--- config.mk ---
export PLATFORM = sky130hd
export DESIGN_NAME = mant_lz_insert_seq
export DESIGN_NICKNAME = d
export VERILOG_FILES = /design/src/rtl/mant_lz_insert_seq_pkg.sv /design/src/rtl/mant_lz_insert_seq.sv
export SDC_FILE = /design/constraint.sdc
export NUM_CORES = 1
export LEC_CHECK = 0
export CORE_MARGIN = 4
export CORE_UTILIZATION = 43
export CTS_CLUSTER_DIAMETER = 200
export DETAILED_ROUTE_END_ITERATION = 8
export HOLD_SLACK_MARGIN = 0.02
export PLACE_DENSITY = 0.78
export SLEW_MARGIN = 20
export SYNTH_ARGS = -nofsm -noshare
export SYNTH_HDL_FRONTEND = slang
export SYNTH_SLANG_ARGS = --single-unit
--- constraint.sdc ---
create_clock -name clk -period 1.65 [get_ports clk]
set_input_delay 0.33 -clock clk [delete_from_list [all_inputs] [get_ports clk]]
set_output_delay 0.33 -clock clk [all_outputs]
set_load 0.05 [all_outputs]
--- src/rtl/mant_lz_insert_seq_pkg.sv ---
// Shared FP datapath definitions: mantissa / leading-zero-count widths and
// the state encoding used by the iterative denormaliser.
package mant_lz_insert_seq_pkg;

  localparam int MANT_W = 8;
  localparam int LZC_W  = 3;

  typedef enum logic [1:0] {
    ST_IDLE  = 2'd0,
    ST_SHIFT = 2'd1,
    ST_DONE  = 2'd2
  } lz_state_e;

endpackage

--- src/rtl/mant_lz_insert_seq.sv ---
// Iterative mantissa denormaliser: inserts lz_in leading zeros by shifting
// right one bit per cycle, collecting every bit that falls off the LSB into a
// sticky flag. Single operation in flight, valid/ready on both sides.
// CNT_W must satisfy 2**CNT_W <= WIDTH so a full count never empties the
// mantissa beyond what the sticky bit can summarise.
module mant_lz_insert_seq
  import mant_lz_insert_seq_pkg::*;
#(
  parameter int WIDTH = MANT_W,
  parameter int CNT_W = LZC_W
) (
  input  logic             clk,
  input  logic             rst,
  input  logic             in_valid,
  output logic             in_ready,
  input  logic [WIDTH-1:0] mant_in,
  input  logic [CNT_W-1:0] lz_in,
  output logic             out_valid,
  input  logic             out_ready,
  output logic [WIDTH-1:0] mant_out,
  output logic             sticky_out,
  output logic             busy
);

  lz_state_e        r_state;
  lz_state_e        w_state_nxt;
  logic [WIDTH-1:0] r_sreg;
  logic [CNT_W-1:0] r_cnt;
  logic             r_sticky;
  logic             w_accept;
  logic             w_last;

  assign w_accept = (r_state == ST_IDLE) && in_valid;
  // Count still holds the pre-decrement value, so 1 means this is the final shift.
  assign w_last   = (r_cnt == CNT_W'(1));

  // State register; reset drops any in-flight operation.
  always_ff @(posedge clk or posedge rst) begin
    if (rst) r_state <= ST_IDLE;
    else     r_state <= w_state_nxt;
  end

  // Next-state and handshake outputs.
  always_comb begin
    w_state_nxt = r_state;
    in_ready    = 1'b0;
    out_valid   = 1'b0;
    busy        = 1'b0;
    unique case (r_state)
      ST_IDLE: begin
        in_ready = 1'b1;
        // A zero count needs no shifting; the loaded value is already the answer.
        if (in_valid) w_state_nxt = (lz_in == '0) ? ST_DONE : ST_SHIFT;
      end
      ST_SHIFT: begin
        busy = 1'b1;
        if (w_last) w_state_nxt = ST_DONE;
      end
      ST_DONE: begin
        busy      = 1'b1;
        out_valid = 1'b1;
        if (out_ready) w_state_nxt = ST_IDLE;
      end
      default: w_state_nxt = ST_IDLE;
    endcase
  end

  // Shift register, down-counter and sticky accumulator; frozen in IDLE/DONE.
  always_ff @(posedge clk or posedge rst) begin
    if (rst) begin
      r_sreg   <= '0;
      r_cnt    <= '0;
      r_sticky <= 1'b0;
    end else if (w_accept) begin
      r_sreg   <= mant_in;
      r_cnt    <= lz_in;
      r_sticky <= 1'b0;
    end else if (r_state == ST_SHIFT) begin
      r_sreg   <= {1'b0, r_sreg[WIDTH-1:1]};
      r_sticky <= r_sticky | r_sreg[0];
      r_cnt    <= r_cnt - CNT_W'(1);
    end
  end

  assign mant_out   = r_sreg;
  assign sticky_out = r_sticky;

endmodule
Yosys cells after proc, flatten, opt, wreduce, memory -nomap -nowiden. Cells that the tools add are included.

Register bits: 14. Input bits: 15. Output and inout port bits: 12.

$add $sub $neg: 1. Eq/ne operators: 6. Muxes and demuxes: 14. Bitwise operators: 1. Reductions and logical operators: 6.

Operator list (count): $mux 8 (2); $mux 2 (4); $mux 3 (2); $ne 2x2->1 const B (3); $pmux 2 s3 (1); $mux 1 (5); $eq 3x1->1 const B (1); $logic_not 3->1 (1); $reduce_and 3->1 (1); $sub 3x1->3 const B (1); $eq 2x1->1 const B (1); $eq 2x2->1 const B (1); $logic_not 2->1 (1); $reduce_bool 2->1 (1); $reduce_or 2->1 (1); $logic_and 1x1->1 (1); $or 1x1->1 (1).

Depth between registers and ports, before layout. Gate-level depths: netlist (run 1).

Depth after elaboration: 4. Mapped depth: 7. Gate-level depth less buffers: 5.

Least setup slack after synthesis (run 1). OpenSTA, ideal clock, no wires.

Path type: reg2reg. Start point: reg r_state[0]. End point: reg r_sreg[0] (netlist: mant_out[0]). Setup time: 127 ps. Arrival time: 1487 ps. Required time: 1523 ps. Setup slack: 35 ps. Stages on the path, launching flop included: 6. Path buffers: 1. Period minus slack after synthesis: 1615 ps. Cell sequence: dfrtp_1 -> inv_1 -> ha_1 -> and2_1 -> buf_2 -> o21ai_0.

Word-level cells in the longest chain between the ends: 3.

RTL lines: from (decl) (RTL line mant_lz_insert_seq.sv:25) `lz_state_e r_state;`; from (signal assigned) (RTL line mant_lz_insert_seq.sv:40) `else r_state <= w_state_nxt;`; $logic_not 2->1 (RTL line mant_lz_insert_seq.sv:33) `assign w_accept = (r_state == ST_IDLE) && in_valid;`; $logic_and 1x1->1 (RTL line mant_lz_insert_seq.sv:33); $mux 8 / $reduce_bool 2->1 (equally long branches); to (signal assigned) (RTL line mant_lz_insert_seq.sv:75) `r_sreg <= mant_in;`; to (signal assigned) (RTL line mant_lz_insert_seq.sv:79) `r_sreg <= {1'b0, r_sreg[WIDTH-1:1]};`; to (decl) (RTL line mant_lz_insert_seq.sv:27) `logic [WIDTH-1:0] r_sreg;`.

Several ways; a longest one is shown, not always the timed one. A chain may end at the register's enable or synchronous reset.

Final worst setup path (run 1).
Start point: reg r_state[1]. End point: out busy.

Word-level cells in the longest chain between the ends: 3.

RTL lines: $eq 2x1->1 / $eq 2x2->1 (equally long branches) (RTL line mant_lz_insert_seq.sv:49) `unique case (r_state)`; $reduce_or 2->1 (no line) (*); $mux 1 (*) (RTL line mant_lz_insert_seq.sv:49); to (decl) (RTL line mant_lz_insert_seq.sv:22) `output logic busy`.

Every way passes the cells marked *; elsewhere a longest branch is shown, timed or not.

==> impl_metrics.csv, run 1 <==
group,metric,value,unit
global_route,antenna_found_initial,0,
drt,routed_wl,1.576,mm
finish,drive_above_1_share,0.1827,
floorplan,pin_count,27,
setup_path,r2r-start,"r_state[1]",
cts,cts.clk_slew.worst_paths,0.08,ns
place,io_buffers,26,
drt,ant_nets,0,
power_and_ir_drop,leakagePower,0.4914,nW
setup_path,cp.required,1.32,ns
drt,viasPerCell,5.183,
finish,fin_cells,120,
power_and_ir_drop,p_switching,0.001214,W
setup_path,crit_arrival,1.22,ns
finish,nNetsFinal,126,
synthesis,ys_seq_area_frac,0.4706,
job,cap_violations,0,
power_and_ir_drop,p_comb_frac,0.666,
power_and_ir_drop,p_per_area,2357,nW/um^2
cts,cts-buffers-inserted,3,
cts,cts_setup_buffers,0,
power_and_ir_drop,vdd_drop_max,1.087,mV
drt,route.vias.total,622,
global_route,grt_pass1_vias,618,
global_route,gr-usage-all-layers,0.1486,
sta,relSlewSlack,0.6395,
power_and_ir_drop,clkPwrFrac,0.076,
cts,hold_buffers,0,
synthesis,avgSynthCellArea,9.796,sq um
synthesis,syn-num-nets,96,
cts,cts_buffer_depth,2,
global_route,grt_max_degree,24,
sta,setup_viol_count_final,0,
drt,drcViolationCount,0,
cts,cts-root-buf,"clkbuf_4",
drt,drtIter0Drc,8,
place,place_ws,0.04368,ns
drt,wire_per_inst,13.13,microns
setup_path,r2r-end,"r_state[0]",
min_path,hold_class,"input pin to asynchronous set/reset pin",
setup_path,crit_end,"busy",
sta,grt_setup_unrepaired,"false",
sta,fin_crit_sh,0.9374,
place,globalplace.congestion,0.7499,
sta,hold_viol_final,0,
sta,fin_crit,1.547,ns
cts,cts_sinks,14,
floorplan,initial_core_util,0.4722,
place,dp_cells,117,
status,status,"finished clean",
finish,area_delta_synth_final,42.86,%
synthesis,synth_seq_cells,14,
cts,cts_tree,"done",
floorplan,rows,14,
place,dpl.hpwl,1.195,mm
synthesis,syn_inst,76,
setup_path,end_kind,"output pin",
synthesis,ys_types,19,
sta,finalWorstSetupSlack,0.1033,ns
cts,htreeDepth,1,
setup_path,ff2ff_path_depth,4,
setup_path,path_max_fanout,3,
floorplan,fp.dieH,49.61,microns
drt,firstDrtPassIters,4,
power_and_ir_drop,p_sw_frac,0.4843,
synthesis,synth_warnings,0,
global_route,grt_overflow,0,
finish,final_cell_mix,"nand2_1 (14), clkdlybuf4s50_1 (14), dfrtp_1 (14), o21ai_0 (12), buf_4 (11)",
global_route,grt_first_pass_wirelength,2.787,mm
setup_path,crit_path_start,"r_state[1]",
synthesis,synth_area,744.5,sq um
finish,nFillCells,128,
floorplan,die_w,49.61,microns
setup_path,critPathLaunchType,"flip-flop",
sta,fin_worst_hold_slack,0.3849,ns
setup_path,ff2ff_setup_slack,0.24,ns
floorplan,die_area,2461,sq um
setup_path,worstSetupPathType,"flip-flop to output pin",
power_and_ir_drop,p_int,0.001293,W
sta,finalClockSkew,0.006677,ns
finish,antennaDiodeCount,0,
power_and_ir_drop,sequentialPowerShare,0.258,
sta,finalSetupTns,0,ns
floorplan,core,1577,sq um
sta,clock.fmax,646.6,MHz
sta,final_max_slew_viol_count,0,
sta,tightest_slew,0.5401,ns
cts,clkLatencyLatePin,0.28,ns
[power groups by stage]
stage               sequential (W)  clock [W]  combinational [W]
floorplan                 0.000984          0           0.000771
global placement          0.000640          0            0.00166
detailed placement        0.000648          0            0.00168
CTS                       0.000645   0.000199            0.00168
global route              0.000673   0.000217            0.00179
finish                    0.000646   0.000191            0.00167
[synth_stat cells (all sizes together)]
master | instances | area share
a2bb2oi | 1 | 0.012
xor2 | 1 | 0.012
a222oi | 1 | 0.013
o21ai | 12 | 0.081
buf | 4 | 0.039
nor3 | 1 | 0.0067
and2 | 1 | 0.0084
ha | 5 | 0.084
dfrtp | 14 | 0.47
a221oi | 1 | 0.012
nand2b | 3 | 0.025
a21oi | 1 | 0.0067
nor2 | 1 | 0.0050
xnor2 | 1 | 0.012
inv | 7 | 0.035
mux2i | 8 | 0.11
nand2 | 14 | 0.071
[critical path, cell delays in order, from the launching register on]
cell,delay [ns]
dfrtp_1,0.39
inv_1,0.07
ha_2,0.34
buf_12,0.13
[state kept, by name (all words and copies together) (netlist names)]
signal      flops
r_cnt           3
mant_out        8
sticky_out      1
r_state         2
[layer usage]
| layer | track usage | wire (microns) |
|---|---|---|
| met2 | 0.2313 | 766 |
| met4 | 0.06912 | 16 |
| met5 | 0 | 0 |
| met3 | 0.03916 | 89 |
| met1 | 0.1912 | 703 |
[final cells by class]
cell class / count / area [sq um] / area share
Sequential cell: 14 / 350.3 / 0.3294
Clock buffer: 3 / 22.52 / 0.02118
Tap cell: 16 / 20.02 / 0.01882
Multi-Input combinational cell: 51 / 341.6 / 0.3212
Inverter: 7 / 26.28 / 0.02471
Timing Repair Buffer: 29 / 302.8 / 0.2847
[stage by stage]
stage	power (W)	utilization	instance area, sq um
2_1_floorplan	0.001756	-	744.5
3_3_place_gp	0.002295	0.6587	1039
3_5_place_dp	0.002328	0.6587	1039
4_1_cts	0.002525	0.6730	1061
5_1_grt	0.002680	0.6746	1064
6_report	0.002507	0.6746	1064
[repair_timing]
item / CTS / global route
endpoints found under the hold margin: 0 / 0
gates resized for setup: 0 / 1
endpoints found under the setup margin: 0 / 1
[cell families (layout without fill, tap and decap cells)]
family	Yosys count	in the layout	share of synthesized area
and+or+nand+nor	20	20	0.1160
AOI/OAI and AO/OA	16	16	0.1244
DFF	14	14	0.4706
buffers and inverters	11	39	0.07396
muxes	8	8	0.1076
adders and majority gates	5	5	0.08403
xor gates and xnor gates	2	2	0.02353
[worst min path at each step]
stage	from	endpoint	slack [ns]	cells after the start
floorplan	rst	mant_out[0]	0.22	1
global placement	sticky_out	sticky_out	0.48	2
detailed placement	sticky_out	sticky_out	0.49	2
CTS	rst	mant_out[2]	0.40	2
global route	rst	mant_out[1]	0.43	2
finish	rst	mant_out[2]	0.38	2
(Power assumes the default switching activity.)
==> run 2: changes to the inputs <==
clock period = 1.7 ns   (was 1.65 ns; I/O delays follow)
==> run 2 against run 1 <==
Utilization is 0.71 points higher. Cell count rose by 0.83%. Die area did not move. Wire length is 1.0% higher. Register-to-register slack worse by 0.02 ns. Via count increased by 1.1%. Global-route usage decreased by 0.83 points. Worst setup slack gained 0.018 ns. Critical endpoint is now in_ready. Critical path depth unchanged. Largest cell class unchanged. Clock skew rose by 0.00082 ns. Count of clock-buffer cells in the layout up 1. Hold slack worse by 0.0022 ns.
==> impl_metrics.csv, run 2 (synthesis gave the netlist of run 1 again) <==
group,metric,value,unit
cts,cts_tree,"done",
finish,area_delta_synth_final,44.37,%
status,status,"finished clean",
power_and_ir_drop,p_per_area,2312,nW/um^2
place,io_buffers,26,
finish,drive_above_1_share,0.1810,
finish,final_cell_mix,"nand2_1 (14), clkdlybuf4s50_1 (14), dfrtp_1 (14), o21ai_0 (12), buf_4 (11)",
cts,cts_buffer_depth,2,
cts,cts_resized,0,
drt,viasPerCell,5.198,
sta,finalClockSkew,0.007492,ns
power_and_ir_drop,power,0.002485,W
setup_path,crit_end,"in_ready",
setup_path,r2r-start,"r_state[1]",
setup_path,r2r-end,"r_state[0]",
floorplan,pin_count,27,
floorplan,core,1577,sq um
global_route,antenna_found_initial,0,
drt,route.vias.total,629,
global_route,gr-usage-all-layers,0.1403,
drt,drcViolationCount,0,
cts,cts-buffers-inserted,3,
place,dpl.hpwl,1.231,mm
floorplan,die_w,49.61,microns
setup_path,ff2ff_path_depth,4,
sta,grt_setup_unrepaired,"false",
finish,multiInputGateArea,339.1,sq um
sta,finalSetupTns,0,ns
finish,nFillCells,129,
cts,cts-root-buf,"clkbuf_4",
drt,routed_wl,1.592,mm
global_route,grt_pass1_vias,614,
setup_path,cp.required,1.36,ns
sta,setup_viol_count_final,0,
setup_path,path_max_fanout,6,
sta,clock.fmax,633.4,MHz
sta,hold_viol_final,0,
sta,fin_crit_sh,0.9288,
floorplan,rows,14,
setup_path,critPathLaunchType,"flip-flop",
global_route,grt_first_pass_wirelength,2.691,mm
setup_path,worstSetupPathType,"flip-flop to output pin",
power_and_ir_drop,leakagePower,0.5000,nW
sta,tightest_slew,0.5404,ns
finish,nNetsFinal,126,
finish,largest_reg_flops,8,
setup_path,crit_path_start,"r_state[1]",
place,globalplace.congestion,0.7505,
job,cap_violations,0,
floorplan,fp.dieH,49.61,microns
finish,antennaDiodeCount,0,
power_and_ir_drop,vdd_drop_max,1.207,mV
floorplan,die_area,2461,sq um
floorplan,initial_core_util,0.4722,
setup_path,crit_arrival,1.24,ns
sta,relSlewSlack,0.6393,
cts,htreeDepth,1,
drt,wire_per_inst,13.16,microns
drt,ant_nets,0,
cts,hold_buffers,0,
setup_path,ff2ff_setup_slack,0.22,ns
global_route,grt_overflow,0,
drt,drtIter0Drc,14,
finish,seq_area,350.3,sq um
global_route,grt_max_degree,24,
cts,clkLatencyLatePin,0.29,ns
cts,cts.clk_slew.worst_paths,0.09,ns
sta,final_max_slew_viol_count,0,
drt,firstDrtPassIters,4,
cts,cts_setup_buffers,0,
cts,cts_sinks,14,
sta,fin_crit,1.579,ns
setup_path,end_kind,"output pin",
min_path,hold_class,"input pin to asynchronous set/reset pin",
## run 2: changes by cell type in the layout (fill, tap and decap cells not counted), sizes merged
cell,delta
clkbuf,+1
## run 2: layer usage
metal / GRT usage / up-vias / routed length (microns)
met4: 0.05530 / 0 / 23
met1: 0.1797 / 296 / 739
li1: - / 308 / -
met3: 0.02410 / 3 / 83
met2: 0.2335 / 22 / 745
met5: 0 / - / 0
## run 2: worst min path at each step
stage	startpoint	to	depth (start not counted)
2_1_floorplan	rst	mant_out[0]	1
6_report	rst	mant_out[2]	2
3_3_place_gp	sticky_out	sticky_out	2
3_5_place_dp	sticky_out	sticky_out	2
4_1_cts	rst	mant_out[1]	2
5_1_grt	rst	mant_out[2]	2
## run 2: stage by stage
stage                     cells  area [sq um]  hold slack, ns  utilization  setup WS (ns)
after floorplan              76         744.5          0.2292            -        0.08523
after global placement      117          1039          0.4775       0.6587         0.1160
after detailed placement    117          1039          0.4925       0.6587        0.06924
after CTS                   121          1075          0.4011       0.6817         0.1042
after global routing        121          1075          0.4374       0.6817        0.04012
final                       121          1075          0.3827       0.6817         0.1211
## run 2: power breakdown
part	leakage, nW	internal, W	switching, W
Sequential	0.173	0.000501	0.000125
Clock	0.0210	0.000131	0.000113
Combinational	0.306	0.000663	0.000952
## run 2: worst max-delay path: stages (launching register included)
cell,delay [ns]
dfrtp_1,0.41
inv_1,0.08
ha_1,0.28
buf_12,0.17
## run 2: final cells by class
type	count	area share
inverters	7	0.02445
repair buffers	29	0.2817
clock buffers	4	0.03376
multi-input cells	51	0.3155
well taps	16	0.01863
flip-flops and latches	14	0.3260
==> run 3: changes to the inputs <==
TNS_END_PERCENT = 50   (was default)
==> results of run 3 <==
No change in the layout: final DEF, timing and power equal those of run 2.
